$ cat src/rtl/rt_mem_pkg.sv
// Shared definitions for the ray-tracing memory port: bus widths common with
// mem_main and the per-port arbiter state encoding.
package rt_mem_pkg;

  localparam int MEM_ADDR_W = 32;
  localparam int MEM_DATA_W = 128;

  typedef enum logic [1:0] {
    IDLE    = 2'd0,
    ISSUE   = 2'd1,
    WAIT_RD = 2'd2
  } arb_state_t;

endpackage

$ cat src/rtl/rt_mem_port_arbiter_rr.sv
// Combinational round-robin picker: first set request strictly after 'last',
// wrapping around. Holds no state; the owner keeps last-grant.
module rr_arbiter #(
  parameter int N = 8,
  localparam int IW = $clog2(N)
) (
  input  logic [N-1:0]  req,
  input  logic [IW-1:0] last,
  output logic [N-1:0]  gnt_onehot,
  output logic [IW-1:0] gnt_idx,
  output logic          any
);

  localparam int PW = IW + 1;

  logic [PW-1:0] pos_s;
  logic          hit_s;

  // Scan from farthest to nearest so the nearest requester after 'last' wins.
  always_comb begin
    gnt_idx = '0;
    any     = 1'b0;
    pos_s   = '0;
    hit_s   = 1'b0;
    for (int k = N; k >= 1; k--) begin
      pos_s   = {1'b0, last} + PW'(k);
      pos_s   = (pos_s >= PW'(N)) ? (pos_s - PW'(N)) : pos_s;
      hit_s   = req[pos_s[IW-1:0]];
      gnt_idx = hit_s ? pos_s[IW-1:0] : gnt_idx;
      any     = hit_s | any;
    end
    gnt_onehot = any ? (N'(1) << gnt_idx) : '0;
  end

endmodule

$ cat src/rtl/rt_mem_port_arbiter.sv
// Shares one mem_main RT port among NUM_REQ requesters: round-robin accept,
// one-cycle issue, then read-data return guarded by a timeout watchdog.
module rt_mem_port_arbiter
  import rt_mem_pkg::*;
#(
  parameter int NUM_REQ    = 8,
  parameter int RD_TIMEOUT = 1023
) (
  input  logic                          clk,
  input  logic                          rst_n,
  input  logic [NUM_REQ-1:0]            req_valid,
  input  logic [NUM_REQ-1:0]            req_we,
  input  logic [NUM_REQ*MEM_ADDR_W-1:0] req_addr,
  input  logic [NUM_REQ*MEM_DATA_W-1:0] req_wdata,
  output logic [NUM_REQ-1:0]            req_ready,
  output logic [NUM_REQ-1:0]            rsp_valid,
  output logic [MEM_DATA_W-1:0]         rsp_data,
  output logic                          rsp_err,
  output logic                          mem_re,
  output logic                          mem_we,
  output logic [MEM_ADDR_W-1:0]         mem_addr,
  output logic [MEM_DATA_W-1:0]         mem_wdata,
  input  logic                          mem_rdy,
  input  logic [MEM_DATA_W-1:0]         mem_rdata,
  output logic                          busy,
  output logic                          timeout_flag,
  input  logic                          timeout_clr
);

  localparam int IW = $clog2(NUM_REQ);
  localparam int CW = $clog2(RD_TIMEOUT + 1);
  localparam logic [CW-1:0] CNT_LAST = CW'(RD_TIMEOUT - 1);

  arb_state_t            state_r;
  logic [IW-1:0]         last_r;
  logic [IW-1:0]         id_r;
  logic                  we_r;
  logic [MEM_ADDR_W-1:0] addr_r;
  logic [MEM_DATA_W-1:0] wdata_r;
  logic [CW-1:0]         cnt_r;

  logic [NUM_REQ-1:0]    req_ready_r;
  logic [NUM_REQ-1:0]    rsp_valid_r;
  logic [MEM_DATA_W-1:0] rsp_data_r;
  logic                  rsp_err_r;
  logic                  mem_re_r;
  logic                  mem_we_r;
  logic [MEM_ADDR_W-1:0] mem_addr_r;
  logic [MEM_DATA_W-1:0] mem_wdata_r;
  logic                  busy_r;
  logic                  timeout_flag_r;

  logic [NUM_REQ-1:0]    gnt_onehot_s;
  logic [IW-1:0]         gnt_idx_s;
  logic                  any_s;
  logic [NUM_REQ-1:0]    id_onehot_s;
  logic [MEM_ADDR_W-1:0] sel_addr_s;
  logic [MEM_DATA_W-1:0] sel_wdata_s;

  rr_arbiter #(.N(NUM_REQ)) u_rr (
    .req        (req_valid),
    .last       (last_r),
    .gnt_onehot (gnt_onehot_s),
    .gnt_idx    (gnt_idx_s),
    .any        (any_s)
  );

  assign id_onehot_s = NUM_REQ'(1) << id_r;
  assign sel_addr_s  = req_addr[gnt_idx_s * MEM_ADDR_W +: MEM_ADDR_W];
  assign sel_wdata_s = req_wdata[gnt_idx_s * MEM_DATA_W +: MEM_DATA_W];

  // Access sequencer: accept -> issue -> (read) wait, all outputs registered.
  always_ff @(posedge clk or negedge rst_n) begin
    if (!rst_n) begin
      state_r        <= IDLE;
      last_r         <= IW'(NUM_REQ - 1);
      id_r           <= '0;
      we_r           <= 1'b0;
      addr_r         <= '0;
      wdata_r        <= '0;
      cnt_r          <= '0;
      req_ready_r    <= '0;
      rsp_valid_r    <= '0;
      rsp_data_r     <= '0;
      rsp_err_r      <= 1'b0;
      mem_re_r       <= 1'b0;
      mem_we_r       <= 1'b0;
      mem_addr_r     <= '0;
      mem_wdata_r    <= '0;
      busy_r         <= 1'b0;
      timeout_flag_r <= 1'b0;
    end else begin
      req_ready_r <= '0;
      rsp_valid_r <= '0;
      rsp_err_r   <= 1'b0;
      mem_re_r    <= 1'b0;
      mem_we_r    <= 1'b0;
      // A timeout set later in this block overrides the clear.
      if (timeout_clr) begin
        timeout_flag_r <= 1'b0;
      end
      case (state_r)
        IDLE: begin
          if (any_s) begin
            id_r        <= gnt_idx_s;
            we_r        <= req_we[gnt_idx_s];
            addr_r      <= sel_addr_s;
            wdata_r     <= sel_wdata_s;
            req_ready_r <= gnt_onehot_s;
            last_r      <= gnt_idx_s;
            state_r     <= ISSUE;
            busy_r      <= 1'b1;
          end else begin
            busy_r      <= 1'b0;
          end
        end
        ISSUE: begin
          mem_re_r    <= ~we_r;
          mem_we_r    <= we_r;
          mem_addr_r  <= addr_r;
          mem_wdata_r <= wdata_r;
          cnt_r       <= '0;
          if (we_r) begin
            state_r <= IDLE;
            busy_r  <= 1'b0;
          end else begin
            state_r <= WAIT_RD;
            busy_r  <= 1'b1;
          end
        end
        WAIT_RD: begin
          if (mem_rdy) begin
            rsp_valid_r <= id_onehot_s;
            rsp_data_r  <= mem_rdata;
            state_r     <= IDLE;
            busy_r      <= 1'b0;
          end else if (cnt_r == CNT_LAST) begin
            rsp_valid_r    <= id_onehot_s;
            rsp_data_r     <= '0;
            rsp_err_r      <= 1'b1;
            timeout_flag_r <= 1'b1;
            state_r        <= IDLE;
            busy_r         <= 1'b0;
          end else begin
            cnt_r <= cnt_r + CW'(1);
          end
        end
        default: begin
          state_r <= IDLE;
          busy_r  <= 1'b0;
        end
      endcase
    end
  end

  assign req_ready    = req_ready_r;
  assign rsp_valid    = rsp_valid_r;
  assign rsp_data     = rsp_data_r;
  assign rsp_err      = rsp_err_r;
  assign mem_re       = mem_re_r;
  assign mem_we       = mem_we_r;
  assign mem_addr     = mem_addr_r;
  assign mem_wdata    = mem_wdata_r;
  assign busy         = busy_r;
  assign timeout_flag = timeout_flag_r;

endmodule

$ cat config.mk
export PLATFORM = sky130hd
export DESIGN_NAME = rt_mem_port_arbiter
export DESIGN_NICKNAME = d
export VERILOG_FILES = /design/src/rtl/rt_mem_pkg.sv /design/src/rtl/rt_mem_port_arbiter_rr.sv /design/src/rtl/rt_mem_port_arbiter.sv
export SDC_FILE = /design/constraint.sdc
export NUM_CORES = 1
export LEC_CHECK = 0
export CORE_AREA = 2 2 681 683
export CTS_BUF_LIST = sky130_fd_sc_hd__clkbuf_4 sky130_fd_sc_hd__clkbuf_8
export DETAILED_ROUTE_END_ITERATION = 6
export DIE_AREA = 0 0 683 685
export GPL_TIMING_DRIVEN = 0
export PLACE_DENSITY = 0.3
export SYNTH_ARGS = -nofsm -noshare
export SYNTH_HDL_FRONTEND = slang
export SYNTH_SLANG_ARGS = --single-unit
$ cat constraint.sdc
create_clock -name clk -period 5.15 [get_ports clk]
set_input_delay 1.03 -clock clk [delete_from_list [all_inputs] [get_ports clk]]
set_output_delay 1.03 -clock clk [all_outputs]
set_load 0.02 [all_outputs]
=== Word-level counts from Yosys, hierarchy flattened ===
Index checks and enable logic that the tools add are counted.

* Register bits: 488
* Input bits: 1428
* Logic and storage cells: 140

* Add/sub/neg operators: 17
* Magnitude comparators: 17
* Equality and inequality tests: 7
* Shifts and indexed selects: 4
* Multiplexer cells: 63
* Bitwise gates (word level): 8
* Reductions and logical operators: 7

{| class="wikitable"
|+ Operators by type and width
! operator !! count
|-
| indexed part select 1024 x 11 -> 128 bit || 1
|-
| two-way mux 128 bit || 2
|-
| indexed part select 256 x 9 -> 32 bit || 1
|-
| two-way mux 3 bit || 16
|-
| two-way mux 8 bit || 5
|-
| less-than comparator 3 x 4 -> 1 bit (second input constant) || 9
|-
| >= comparator 4 bit (second input constant) || 8
|-
| binary-select mux 1 bit (select 3 bit) || 9
|-
| subtractor 3 x 1 -> 3 bit (second input constant) || 8
|-
| two-way mux 1 bit || 22
|-
| two-way mux 10 bit || 2
|-
| one-hot mux 10 bit (2 select lines) || 1
|-
| adder 3 x 3 -> 4 bit (second input constant) || 4
|-
| left shift 1 x 3 -> 8 bit (first input constant) || 2
|-
| adder 10 x 1 -> 10 bit (second input constant) || 1
|-
| == test 10 bit (second input constant) || 1
|-
| adder 3 x 2 -> 4 bit (second input constant) || 2
|-
| two-way mux 2 bit || 4
|-
| OR 1 bit || 7
|-
| inequality test 2 bit (second input constant) || 3
|-
| one-hot mux 2 bit (3 select lines) || 1
|-
| AND reduction 2 bit || 3
|-
| adder 3 x 1 -> 4 bit (second input constant) || 1
|-
| adder 3 x 4 -> 4 bit (second input constant) || 1
|-
| 8 further kinds || 9
|}

=== Logic depth before layout (Yosys ltp) ===
* Depth in word-level cells: 16
* Depth in mapped cells: 18

=== Cells and area by module ===
From an unflattened synthesis, not the netlist that was laid out.

* Cells, all modules: 2334
* Area total of the unflattened synthesis: 28373.5 um2

{| class="wikitable"
|+ By module, submodules not included
! module !! times used !! cells each !! area an instance (um2)
|-
| rt_mem_port_arbiter || 1 || 2198 || 27159.8
|-
| rr_arbiter || 1 || 136 || 1213.7
|}

=== Worst setup path before layout ===
Ideal clock, no wire load.

* Kind: register -> register
* From: register last_r[0]
* To: register addr_r[0]
* Library setup time: 140 ps
* Data arrival time: 4036 ps
* Path slack: 973 ps
* Stages on the path, launching flop included: 18
* Path buffers: 7
* Cells stage by stage: dfstp_2 > buf_4 > buf_6 > clkbuf_1 > inv_1 > ha_1 > buf_2 > mux4_2 > mux2_2 > a2111oi_4 > a211oi_2 > a31oi_4 > and3_1 > buf_2 > buf_2 > clkbuf_1 > and3_1 > a2111oi_2

* Word-level cells in the longest chain between the ends: 14
* Elaborated cells between the ends (all ways): 65
* Classes of those cells: add/sub: 16; order compare: 8; shift: 1; mux: 32; bitwise: 7; reduce/logical: 1

{| class="wikitable"
|+ RTL lines
! item !! line !! RTL
|-
| start, declared || rt_mem_port_arbiter.sv:35 || <nowiki>logic [IW-1:0] last_r;</nowiki>
|-
| start signal, assigned || rt_mem_port_arbiter.sv:76 || <nowiki>last_r <= IW'(NUM_REQ - 1);</nowiki>
|-
| start signal, assigned || rt_mem_port_arbiter.sv:110 || <nowiki>last_r <= gnt_idx_s;</nowiki>
|-
| adder 3 x 4 -> 4 bit || rt_mem_port_arbiter_rr.sv:26 || <nowiki>pos_s = {1'b0, last} + PW'(k);</nowiki>
|-
| >= comparator 4 bit / subtractor 3 x 1 -> 3 bit (equally long branches) || rt_mem_port_arbiter_rr.sv:27 || <nowiki>pos_s = (pos_s >= PW'(N)) ? (pos_s - PW'(N)) : pos_s;</nowiki>
|-
| two-way mux 3 bit || rt_mem_port_arbiter_rr.sv:27 ||
|-
| binary-select mux 1 bit (select 3 bit) || rt_mem_port_arbiter_rr.sv:28 || <nowiki>hit_s = req[pos_s[IW-1:0]];</nowiki>
|-
| two-way mux 1 bit (not written as such) || rt_mem_port_arbiter_rr.sv:28 ||
|-
| two-way mux 3 bit (8 in a row) || rt_mem_port_arbiter_rr.sv:29 || <nowiki>gnt_idx = hit_s ? pos_s[IW-1:0] : gnt_idx;</nowiki>
|-
| indexed part select 256 x 9 -> 32 bit || rt_mem_port_arbiter.sv:69 || <nowiki>assign sel_addr_s = req_addr[gnt_idx_s * MEM_ADDR_W +: MEM_ADDR_W];</nowiki>
|-
| end signal, assigned || rt_mem_port_arbiter.sv:107 || <nowiki>addr_r <= sel_addr_s;</nowiki>
|-
| end, declared || rt_mem_port_arbiter.sv:38 || <nowiki>logic [MEM_ADDR_W-1:0] addr_r;</nowiki>
|}

Parallel ways exist; a longest one is shown, timed or not. The select of a mux whose other input is x is not followed.
A chain may end at the register's enable or synchronous reset.

=== Worst setup path after layout ===
* From: register last_r[0]
* To: register wdata_r[54]

* Word-level cells in the longest chain between the ends: 14
* Elaborated cells between the ends (all ways): 65
* Classes of those cells: add/sub: 16; order compare: 8; shift: 1; mux: 32; bitwise: 7; reduce/logical: 1

{| class="wikitable"
|+ RTL lines
! item !! line !! RTL
|-
| adder 3 x 4 -> 4 bit || rt_mem_port_arbiter_rr.sv:26 ||
|-
| >= comparator 4 bit / subtractor 3 x 1 -> 3 bit (equally long branches) || rt_mem_port_arbiter_rr.sv:27 ||
|-
| two-way mux 3 bit || rt_mem_port_arbiter_rr.sv:27 ||
|-
| binary-select mux 1 bit (select 3 bit) || rt_mem_port_arbiter_rr.sv:28 ||
|-
| two-way mux 1 bit (not written as such) || rt_mem_port_arbiter_rr.sv:28 ||
|-
| two-way mux 3 bit (8 in a row) || rt_mem_port_arbiter_rr.sv:29 ||
|-
| indexed part select 1024 x 11 -> 128 bit || rt_mem_port_arbiter.sv:70 || <nowiki>assign sel_wdata_s = req_wdata[gnt_idx_s * MEM_DATA_W +: MEM_DATA_W];</nowiki>
|-
| end signal, assigned || rt_mem_port_arbiter.sv:108 || <nowiki>wdata_r <= sel_wdata_s;</nowiki>
|-
| end, declared || rt_mem_port_arbiter.sv:39 || <nowiki>logic [MEM_DATA_W-1:0] wdata_r;</nowiki>
|}

Parallel ways exist; a longest one is shown, timed or not. The select of a mux whose other input is x is not followed.

==> impl_summary.log <==
[metrics] path class of the lowest-slack min-delay path: reg2reg
[metrics] clock buffer depth: 4
[metrics] worst IR drop on VDD: about 510 uV
[metrics] fill cell instance count of the final layout: between 50,000 and 60,000
[metrics] Sequential cell area: about 12,000 sq um
[metrics] Yosys reg bits: around 490
[metrics] number of nets in the finished design: 6,348
[metrics] actual transition at the worst max-transition pin: between 1 and 1.5 ns
[metrics] fraction of the cycle the final worst path needs: between 90 and 100%
[metrics] arrival time worst endpoint: between 5 and 6 ns
[metrics] multi-input gate area in the final layout: 15,520 sq um
[metrics] critical path class: reg2reg
[metrics] routed length per placed instance: between 30 and 40 um
[metrics] cell-by-cell listing of the critical path: buf_4 -> buf_6 -> clkbuf_8 -> inv_1 -> ha_4 -> buf_6 -> mux4_2 -> buf_4 -> buf_4 -> a211oi_1 -> a21oi_1 -> nor3_2 -> o21a_4 -> buf_12 -> bufbuf_16 -> buf_4 -> mux2_2 -> o22ai_1 -> a2111oi_2
[metrics] critical path launch point type: flip-flop
[metrics] number of nets in the synthesized netlist: between 4,000 and 5,000
[metrics] setup clock skew after layout: around 0.18 ns
[metrics] number of iterations in the first detailed-routing pass: 5
[metrics] half-perimeter wire length after detailed placement: approximately 360 mm
[metrics] Num CTS Buffers: about 120
[metrics] placeable core area: ~460,000 sq um
[metrics] via/cell ratio: 3.163
[metrics] latest clock arrival within the worst-skew pair: between 1 and 1.5 ns
[metrics] Core Rows: 250
[metrics] standard cell with the maximum stage delay on the critical path: dfstp_2
[metrics] fin area: about 58,000 sq um
[metrics] clock edge transition at the registers on the reported setup and hold paths: around 0.07 ns
[metrics] Critical Path Most Common Cell: buf_4
[metrics] Post-Synthesis Cell Area: roughly 29,000 sq um
[metrics] Final Max Tran Viols: 0
[metrics] startpoint of the most critical register-to-register path: last_r[0]
[metrics] slowest cell delay on critical path: 0.54 ns
[metrics] Worst R2R End: wdata_r[54]
[metrics] accumulated negative setup slack: 0 ns
[metrics] reg2reg path depth: 19
[metrics] height of the chip: approximately 700 um
[metrics] TritonCTS clock tree: yes
[metrics] Placed Instance Area: between 50,000 and 60,000 sq um
[metrics] gpl congestion: between 0.9 and 1
[metrics] iteration-0 DRC count of the detailed router: approximately 2,500
[metrics] count of unique library cells instantiated by Yosys: 64
[metrics] Final Routed Wirelength: between 400 and 500 mm
[metrics] port bufs: approximately 1,700
[metrics] power density over the cells: a little under 1000 nW/um^2
[metrics] initial core utilization: approximately 6.2%
[metrics] Die X-Extent: between 600 and 700 um
[metrics] max-cap violations: 0
[metrics] number of setup violations in the final report: 0
[metrics] global router's overall resource usage: between 10% and 20%
[metrics] Crit path buffers/inverters: 10
[metrics] maximum number of pins on one net before global-route repair: 96
[metrics] warnings from Yosys: 0
[metrics] hold path endpoint: mem_wdata[24]
[metrics] cell count after synthesis: approximately 3,000
[metrics] residual antenna-violating net count after detailed routing: 0
[metrics] outcome: finished, final reports clean
[metrics] ports placed on the boundary: between 1,500 and 2,000
[metrics] Tot Pwr: 56.85 mW
[metrics] async set-reset flop share out of synthesis: 100.0%
[metrics] Post-route DRC: 0
[metrics] Mapped Avg Cell Area: around 9.5 sq um
[metrics] worst hold path cell count: 2
[metrics] area added between synthesis and finish: 103.9%
[metrics] endpoint type of the worst setup path: flip-flop
[metrics] vias in the first global route: ~36,000
[metrics] Worst R2R Setup Slack: 0.17 ns
[metrics] global-route wire length before repair: slightly below 500 mm
[metrics] Clock H-tree levels: 3
[metrics] Required @ worst endpoint: roughly 6.1 ns
[metrics] setup repair after global routing missed its margin: true
[metrics] number of flops mapped to enable cells by yosys: 0
[metrics] overall die area: about 470,000 sq um
[metrics] fraction of layout instances using a drive strength above 1: 18.21%
[metrics] maximum net fanout on the critical path: 10
[metrics] max_slew headroom: 17.95%
[metrics] total via count in the routed design: 35,650
[metrics] family with the most delay on the worst path: buffers and inverters
[metrics] residual overflow from global routing: 0
[metrics] hold violation total from the final report: 0
[metrics] Clock Tree Root: clkbuf_8
[metrics] fmax: 200.6 MHz
[metrics] P_leak: around 22 nW
[metrics] number of antenna violations at the first check in global routing: between 300 and 400
[metrics] sequential-to-total area share from yosys stat: ~43%
[metrics] number of sinks on the clock net: 488
[metrics] startpoint of the lowest-slack hold path: wdata_r[24]
[metrics] fin crit period: approximately 5.0 ns
[metrics] dominant register cell in the synthesized netlist: dfrtp_1
[cells by family after synthesis]
family                     Yosys count  synth area share [%]
and+or+nand+nor                   1224                 17.94
AOI/OAI and AO/OA                  660                 20.02
DFF                                488                 42.68
muxes                              351                 14.17
buffers and inverters              283                 4.743
xor gates and xnor gates             9                0.2754
adders and majority gates            4                0.1749
[state kept, by name (all words and copies together), names as in the netlist]
name / cells
addr_r: 32
busy: 1
cnt_r: 10
id_r: 3
last_r: 3
mem_addr: 32
mem_re: 1
mem_wdata: 128
mem_we: 1
req_ready: 8
rsp_data: 128
rsp_err: 1
rsp_valid: 8
state_r: 2
timeout_flag: 1
wdata_r: 128
we_r: 1
[area by class of cell]
cell class                 instances  share of cell area, %
antenna                           83                 0.3559
clock buffer                     181                  3.937
inverter                          13                0.09006
sequential                       488                  20.93
tap                             6174                  13.24
multi-input combinational       2248                  26.60
clock inverter                    36                 0.7526
buffer                           269                  3.118
timing repair buffer            1778                  30.97
[how the worst max path moves through the flow]
stage                    from           end  slack, ns  cells past startpoint
finish              last_r[0]   wdata_r[54]       0.17                     19
CTS                 last_r[0]   wdata_r[11]       0.02                     19
floorplan           last_r[0]     addr_r[0]       0.97                     17
global placement        rst_n  mem_addr[11]     -23.42                      1
detailed placement  last_r[0]   wdata_r[49]      -2.82                     17
global route        last_r[0]   wdata_r[16]      -0.01                     19
[worst reg2reg max path, stage by stage (launching register included)]
cell and delay [ns]:
dfstp_2 0.54, buf_4 0.18, buf_6 0.17, clkbuf_8 0.19, inv_1 0.12, ha_4 0.30, buf_6 0.16, mux4_2 0.45
buf_4 0.19, buf_4 0.12, a211oi_1 0.25, a21oi_1 0.10, nor3_2 0.26, o21a_4 0.21, buf_12 0.14, bufbuf_16 0.31
buf_4 0.32, mux2_2 0.42, o22ai_1 0.30, a2111oi_2 0.12
[through the flow]
stage / utilization [%] / worst slack [ns] / hold WS, ns / std cells
final: 12.65 / 0.1657 / 0.3972 / 11270
after global routing: 12.62 / -0.01384 / 0.4225 / 11210
after CTS: 12.57 / 0.02405 / 0.3346 / 11180
after detailed placement: 11.71 / -2.823 / 0.4557 / 10940
after global placement: 11.64 / -23.42 / 0.4597 / 10930
after floorplan: - / 0.9735 / 0.4391 / 3019
[power breakdown]
group	switching, mW	internal, mW
clock network	2.47	3.30
registers	1.40	5.93
logic	27.9	15.9
[synthesized netlist by cell type, drive strengths merged, types with 2 or more instances]
master | n | area, sq um
a2111oi | 162 | 2245
a211oi | 3 | 27.52
a21oi | 9 | 45.04
a22o | 128 | 1121
a32o | 2 | 20.02
and2 | 7 | 43.79
and3 | 164 | 1026
buf | 131 | 787.0
clkbuf | 139 | 521.8
dfrtp | 485 | 12140
dfstp | 3 | 78.83
ha | 4 | 50.05
inv | 12 | 45.04
mux2 | 331 | 3727
mux2i | 10 | 103.9
mux4 | 10 | 225.2
nand2 | 824 | 3095
nand2b | 5 | 31.28
nand3 | 8 | 45.04
nand4 | 6 | 43.79
nor2 | 183 | 686.9
nor3 | 14 | 70.07
nor4 | 3 | 18.77
o21a | 2 | 15.01
o21ai | 14 | 70.07
o22ai | 323 | 2021
o311a | 2 | 20.02
or3 | 3 | 18.77
or3b | 3 | 26.28
xor2 | 8 | 70.07
[routing by layer]
layer | share of wire, % | wire (um) | GRT usage, % | vias up
li1 | - | - | - | 14980
met1 | 39 | 159800 | 19.44 | 17870
met2 | 50 | 204000 | 30.09 | 2004
met3 | 8.3 | 34010 | 5.315 | 698
met4 | 2.3 | 9481 | 3.005 | 100
met5 | 0.16 | 671 | 0 | -
[cells in the final DEF, fill, tap and decap left out, types with 83 or more instances in the layout]
cell | Yosys | layout
a2111oi_2 | 122 | 123
a22o_1 | 128 | 128
and3_1 | 164 | 153
clkbuf_8 | 0 | 154
clkdlybuf4s50_1 | 0 | 1735
dfrtp_1 | 485 | 485
diode_2 | 0 | 83
mux2_1 | 100 | 94
mux2_2 | 231 | 233
nand2_1 | 823 | 809
nor2_1 | 183 | 159
o22ai_1 | 323 | 294
[repair_timing]
action                     CTS  global route
pin swaps                    6             3
hold endpoints to repair    70             0
setup endpoints to repair  176           161
setup buffers               23             4
hold buffers                 1             0
gates resized for setup    258            52
gates cloned                 2             0
No activity file was read; power rests on OpenSTA's default activity.
